<file path="config.mk">
export PLATFORM = sky130hd
export DESIGN_NAME = instruction_fetch_unit
export DESIGN_NICKNAME = d
export VERILOG_FILES = /design/src/rtl/if_pkg.sv /design/src/rtl/fetch_skid_buf.sv /design/src/rtl/instruction_fetch_unit.sv
export SDC_FILE = /design/constraint.sdc
export NUM_CORES = 1
export LEC_CHECK = 0
export ABC_AREA = 0
export CAP_MARGIN = 40
export CORE_MARGIN = 2
export CORE_UTILIZATION = 45
export DETAILED_ROUTE_END_ITERATION = 6
export PLACE_DENSITY_LB_ADDON = 0.1
export SETUP_SLACK_MARGIN = 0.5
export SYNTH_ARGS = -nofsm -noshare
export SYNTH_HDL_FRONTEND = slang
export SYNTH_SLANG_ARGS = --single-unit
export TNS_END_PERCENT = 20
</file>
<file path="constraint.sdc">
create_clock -name clk -period 5 [get_ports clk]
set_clock_uncertainty 0.2 [all_clocks]
set_input_delay 1.25 -clock clk [delete_from_list [all_inputs] [get_ports clk]]
set_output_delay 1.25 -clock clk [all_outputs]
set_load 0.005 [all_outputs]
</file>
<file path="src/rtl/if_pkg.sv">
// Shared constants for the MIPS instruction fetch stage.
package if_pkg;

  localparam int unsigned IMEM_AW_DEFAULT  = 10;
  localparam logic [31:0] RESET_PC_DEFAULT = 32'h0000_0000;
  localparam int unsigned INSTR_W          = 32;
  localparam logic [INSTR_W-1:0] INSTR_NOP = 32'h0000_0000;
  localparam logic [31:0] PC_INC           = 32'd4;

  // Branch targets are word addresses; the low two bits carry no meaning.
  function automatic logic [31:0] word_align(input logic [31:0] addr);
    return addr & ~32'h0000_0003;
  endfunction

endpackage

</file>
<file path="src/rtl/fetch_skid_buf.sv">
// One-entry skid buffer catching the instruction word that returns during a stall.
import if_pkg::*;

module fetch_skid_buf (
  input  logic               clk,
  input  logic               reset,
  input  logic               load,
  input  logic               clear,
  input  logic [INSTR_W-1:0] load_instr,
  input  logic [31:0]        load_pc,
  output logic               valid,
  output logic [INSTR_W-1:0] instr,
  output logic [31:0]        pc
);

  always_ff @(posedge clk) begin
    if (reset) begin
      valid <= 1'b0;
      instr <= INSTR_NOP;
      pc    <= '0;
    end else if (clear) begin
      valid <= 1'b0;
    end else if (load) begin
      valid <= 1'b1;
      instr <= load_instr;
      pc    <= load_pc;
    end
  end

endmodule

</file>
<file path="src/rtl/instruction_fetch_unit.sv">
// MIPS IF stage: PC, one-cycle-latency imem interface, stall skid and redirect handling.
// Define BRANCH_DELAY_SLOT_EN to keep the word in flight at a redirect as the delay slot.
import if_pkg::*;

module instruction_fetch_unit #(
  parameter logic [31:0] RESET_PC = RESET_PC_DEFAULT,
  parameter int unsigned IMEM_AW  = IMEM_AW_DEFAULT
) (
  input  logic               clk,
  input  logic               Reset,
  input  logic               Stall,
  input  logic               Redirect,
  input  logic [31:0]        RedirectPC,
  output logic               ImemRead,
  output logic [IMEM_AW-1:0] ImemAddr,
  input  logic [INSTR_W-1:0] ImemData,
  output logic [31:0]        PCAddResult,
  output logic [INSTR_W-1:0] Instruction,
  output logic               FetchValid
);

  logic [31:0]        pc_q;
  logic               inflight_q;
  logic [31:0]        inflight_pc_q;
  logic [31:0]        fetch_pc;
  logic               kill;
  logic               skid_valid;
  logic [INSTR_W-1:0] skid_instr;
  logic [31:0]        skid_pc;
  logic               skid_load;
  logic               skid_clear;

`ifdef BRANCH_DELAY_SLOT_EN
  assign kill = 1'b0;
`else
  assign kill = Redirect;
`endif

  always_comb begin
    fetch_pc = Redirect ? word_align(RedirectPC) : pc_q;
    ImemRead = !Reset && !Stall;
    ImemAddr = fetch_pc[IMEM_AW+1:2];
    // No read is issued while stalled, so the skid can never be loaded twice.
    skid_load  = inflight_q && Stall && !skid_valid && !kill;
    skid_clear = kill || (skid_valid && !Stall);
  end

  fetch_skid_buf u_skid (
    .clk        (clk),
    .reset      (Reset),
    .load       (skid_load),
    .clear      (skid_clear),
    .load_instr (ImemData),
    .load_pc    (inflight_pc_q),
    .valid      (skid_valid),
    .instr      (skid_instr),
    .pc         (skid_pc)
  );

  always_ff @(posedge clk) begin
    if (Reset) begin
      pc_q          <= RESET_PC;
      inflight_q    <= 1'b0;
      inflight_pc_q <= '0;
      Instruction   <= INSTR_NOP;
      PCAddResult   <= '0;
      FetchValid    <= 1'b0;
    end else begin
      inflight_q    <= !Stall;
      inflight_pc_q <= fetch_pc;
      if (Stall) begin
        if (Redirect) begin
          pc_q <= fetch_pc;
        end
      end else begin
        pc_q <= fetch_pc + PC_INC;
        // The skid always holds an older word than the read now returning.
        if (skid_valid && !kill) begin
          Instruction <= skid_instr;
          PCAddResult <= skid_pc + PC_INC;
          FetchValid  <= 1'b1;
        end else if (inflight_q && !kill) begin
          Instruction <= ImemData;
          PCAddResult <= inflight_pc_q + PC_INC;
          FetchValid  <= 1'b1;
        end else begin
          Instruction <= INSTR_NOP;
          PCAddResult <= '0;
          FetchValid  <= 1'b0;
        end
      end
    end
  end

endmodule

</file>
# Word level (Yosys, flattened, before mapping)
# Index checks and enable logic that the tools add are counted.
# word_totals
ff_bits	195
input_bits	68
out_inout_bits	76
elab_cells	37
# op_classes
addsub	3
n_eq_ne	1
n_mux	9
bitwise	1
reduce_logical	14
# ops
operator	count
2-to-1 mux 32 bit	7
adder 32 x 3 -> 32 bit (second input constant)	3
logical AND 1 bit	7
zero test 1 bit	4
2-to-1 mux 1 bit	2
inequality test 2 x 1 -> 1 bit (second input constant)	1
AND reduction 2 bit	1
OR reduction 2 bit	1
logical OR 1 bit	1
NOT 1 bit	1

# Depth between registers and ports, before layout
# depth
ltp_word	5
mapped_depth	15
depth_no_buf	9

# Cells and area by module
# Synthesis repeated with hierarchy kept, for this count alone.
# unflattened
hier_cells	1114
hier_area_um2	10019.6
# by_module_without_submodules
module	instances	cells_per_inst	area_each_um2	seq_area_each_um2
instruction_fetch_unit	1	819	6825.3	2602.5
fetch_skid_buf	1	295	3194.3	1301.2

# Worst setup path after synthesis
# Ideal clock, no wire load.
# synth_path
kind	input to output
startpoint	input Redirect
endpoint	output ImemAddr[1]
arrival_time_ps	2575
required_time_ps	3550
path_slack_ps	975
path_stages	8
path_buffers	6
cell_sequence	buf_6 buf_8 buf_2 buf_2 buf_2 mux2i_1 inv_1 buf_4
# synth_via
elab_chain_cells	1
# synth_rtl
item	line	source
start: declaration	instruction_fetch_unit.sv:12	input logic Redirect,
2-to-1 mux 32 bit	instruction_fetch_unit.sv:40	fetch_pc = Redirect ? word_align(RedirectPC) : pc_q;
end: declaration	instruction_fetch_unit.sv:15	output logic [IMEM_AW-1:0] ImemAddr,
# Every way passes these cells.

# Final worst setup path
# layout_path
startpoint	input RedirectPC[4]
endpoint	output ImemAddr[2]
# layout_via
elab_chain_cells	1
# layout_rtl
item	line	source
start: declaration	instruction_fetch_unit.sv:13	input logic [31:0] RedirectPC,
2-to-1 mux 32 bit	instruction_fetch_unit.sv:40	
# Every way passes these cells.

==> flow_metrics.py <==
metrics = {
    "power_and_ir_drop": {
        "clkPwrFrac": 0.390,
        "p_total_uw": 3384,
        "power.density_nw_per_um2": 300.5,
        "worst_ir_drop_vdd_mv": 0.2388,
        "p_seq_frac": 0.493,
        "power.internal_uw": 2474,
        "combPwrFrac": 0.117,
        "swShare": 0.2688,
        "p_sw_uw": 909.6,
        "leakagePower_uw": 0.004123,
    },
    "global_route": {
        "grt_busiest_layer": "met2",
        "grt_pass1_wl_um": 39020,
        "grt_pass1_vias": 7343,
        "grt_overflow": 0,
        "antenna_found_initial": 0,
        "gr-usage-met2": 0.3297,
        "met3_usage": 0.04286,
        "grt_util_met1": 0.3290,
        "grt_max_degree": 77,
        "grt_use_total": 0.2214,
    },
    "hold_path": {
        "hold_path_class": "flop to flop",
        "worstHoldPathCells": 1,
        "hold_start": "pc_q[0]",
        "whs_endpoint": "inflight_pc_q[0]",
    },
    "critical_path": {
        "cp.arrival_ns": 2.66,
        "cp_slowest_cell": "clkdlybuf4s50_1",
        "path_max_fanout": 5,
        "cp-start-kind": "input pin",
        "r2r_cells": 6,
        "cp_cell_sequence": "clkdlybuf4s50_1 > mux2i_1 > buf_4 > inv_1 > clkdlybuf4s50_1",
        "end_kind": "output port",
        "cp_slowest_stage_delay_ns": 0.54,
        "worst_r2r_endpoint": "PCAddResult[31]",
        "path_class": "input pin to output port",
        "cpMostUsedCell": "clkdlybuf4s50_1",
        "reg2reg_from": "u_skid.pc[7]",
        "required_ns": 3.55,
        "rrSetupSlack_ns": 2.21,
    },
    "synthesis": {
        "synth.net_count": 1190,
        "synth_cell_types": 65,
        "ys_seq_elements": 195,
        "yosys_warnings": 0,
        "synth-edff-count": 0,
        "avgSynthCellArea_um2": 8.245,
        "synth.yosys.seq_area_share": 0.4231,
        "synthFlopType": "dfxtp_1",
        "async_reset_ff_frac": 0,
        "synth_cells": 1119,
        "synth_area_um2": 9226,
    },
    "placement": {
        "hpwlAfterDp_um": 16080,
        "pre_cts_slack_ns": 0.8887,
        "port_buffers": 141,
        "gp_congestion": 0.8296,
        "post_dp_cell_area_um2": 10700,
    },
    "clock_tree": {
        "clockBufferDepth": 2,
        "clkLatencyLatePin_ns": 0.44,
        "clk_pin_slew_ns": 0.08,
        "cts_max_level": 4,
        "cts_tree": "built",
        "postCtsSetupRepairBufs": 0,
        "numCtsBuffers": 17,
        "cts_sinks": 195,
        "cts_hold_buf": 0,
        "cts_resized": 0,
        "root_buffer": "clkbuf_16",
    },
    "floorplanning": {
        "pin_count": 144,
        "row_count": 52,
        "floorplan.initialDensity": 0.4574,
        "fp.dieH_um": 147.2,
        "die_area_um2": 21660,
        "fp.coreArea_um2": 20170,
        "fp.dieW_um": 147.2,
    },
    "drt": {
        "drt-initial-drc-count": 531,
        "drc": 0,
        "ant_nets": 0,
        "first_pass_iters": 5,
        "vias": 8094,
        "viasPerCell": 5.432,
        "wl_um": 23790,
        "wl_per_cell_um": 15.97,
    },
    "sta": {
        "hold_viol": 0,
        "setup_viol": 0,
        "period_minus_slack_ns": 4.109,
        "fmax_ghz": 0.2434,
        "slew_headroom": 0.4686,
        "worst_pin_slew_ns": 0.7910,
        "worst_slack_ns": 0.8908,
        "rsz0062_at_grt": "false",
        "post-route-period-util": 0.8218,
        "drv_slew": 0,
        "tns_ns": 0,
    },
    "cells_and_area": {
        "drive_gt1_frac": 0.06311,
        "area_delta_synth_final_pct": 22.04,
        "diodes": 0,
        "final_common_cell": "dfxtp_1",
        "fin_area_um2": 11260,
        "fin_util": 0.5583,
        "layout_common_cells": "195 x dfxtp_1, 186 x nand2_1, 138 x clkdlybuf4s50_1",
        "nets": 1278,
    },
    "job": {
        "cap_violations": 0,
    },
    "run_status": {
        "status": "complete, no violations",
    },
}
==> power by group through the flow <==
| stage | sequential [uW] | combinational [uW] | clock [uW] |
|---|---|---|---|
| global placement | 1700 | 389 | 0 |
| floorplan | 1690 | 220 | 0 |
| detailed placement | 1700 | 396 | 0 |
| CTS | 1670 | 398 | 1360 |
| global route | 1680 | 436 | 1410 |
| finish | 1670 | 396 | 1320 |
==> sequential cells by signal (all words and copies together) (netlist names) <==
| name | cells |
|---|---|
| inflight_q | 1 |
| u_skid.instr | 32 |
| inflight_pc_q | 32 |
| PCAddResult | 32 |
| Instruction | 32 |
| FetchValid | 1 |
| pc_q | 32 |
| u_skid.valid | 1 |
| u_skid.pc | 32 |
==> cell type report <==
class                      instances  area (um^2)
fill                            1928         8910
multi-input combinational        818         4842
sequential                       195         3904
timing repair buffer             154         1535
clock buffer                      18        429.2
tap                              270        337.8
clock inverter                    14        132.6
inverter                          21        78.83
==> synthesized netlist by cell type, types with 20 or more instances <==
master / n / area, um^2
nand2_1: 187 / 701.9
a221oi_1: 27 / 236.5
nand3_1: 45 / 225.2
nor3_1: 47 / 235.2
inv_1: 20 / 75.07
nor2_1: 121 / 454.2
clkbuf_1: 59 / 221.5
o21ai_0: 49 / 245.2
mux2i_1: 28 / 280.3
a221o_1: 33 / 330.3
xor2_1: 24 / 210.2
nand4_1: 24 / 150.1
xnor2_1: 48 / 420.4
a21oi_1: 76 / 380.4
dfxtp_1: 195 / 3904
==> through the flow <==
stage,hold slack (ns),instances
floorplan,0.2209,1119
global placement,0.2315,1457
detailed placement,0.2354,1458
CTS,0.2360,1490
global route,0.2576,1490
finish,0.2421,1490
==> layer usage <==
metal  up-vias  share of wire
met1      3787           0.51
met4         0          0.012
li1       4092              -
met3        19          0.048
met5         -              0
met2       196           0.43
==> cells by family after synthesis <==
family / synth area share
flip-flops: 0.4231
multiplexers: 0.03526
adder cells (fa/ha/maj): 0.004069
AO/OA/AOI/OAI: 0.1657
XOR/XNOR: 0.06835
buffers and inverters: 0.05397
AND/OR/NAND/NOR: 0.2495
==> worst max-delay path: cells and delay by family <==
kind / cells / cell delay [ns]
buffers and inverters: 4 / 1.31
muxes: 1 / 0.10
==> worst max path at each step <==
stage             startpoint          end
3_3_place_gp   RedirectPC[2]  ImemAddr[0]
6_report       RedirectPC[4]  ImemAddr[2]
3_5_place_dp        Redirect  ImemAddr[9]
2_1_floorplan       Redirect  ImemAddr[1]
5_1_grt             Redirect  ImemAddr[0]
4_1_cts             Redirect  ImemAddr[9]
Power figures use the tool's default switching activity.
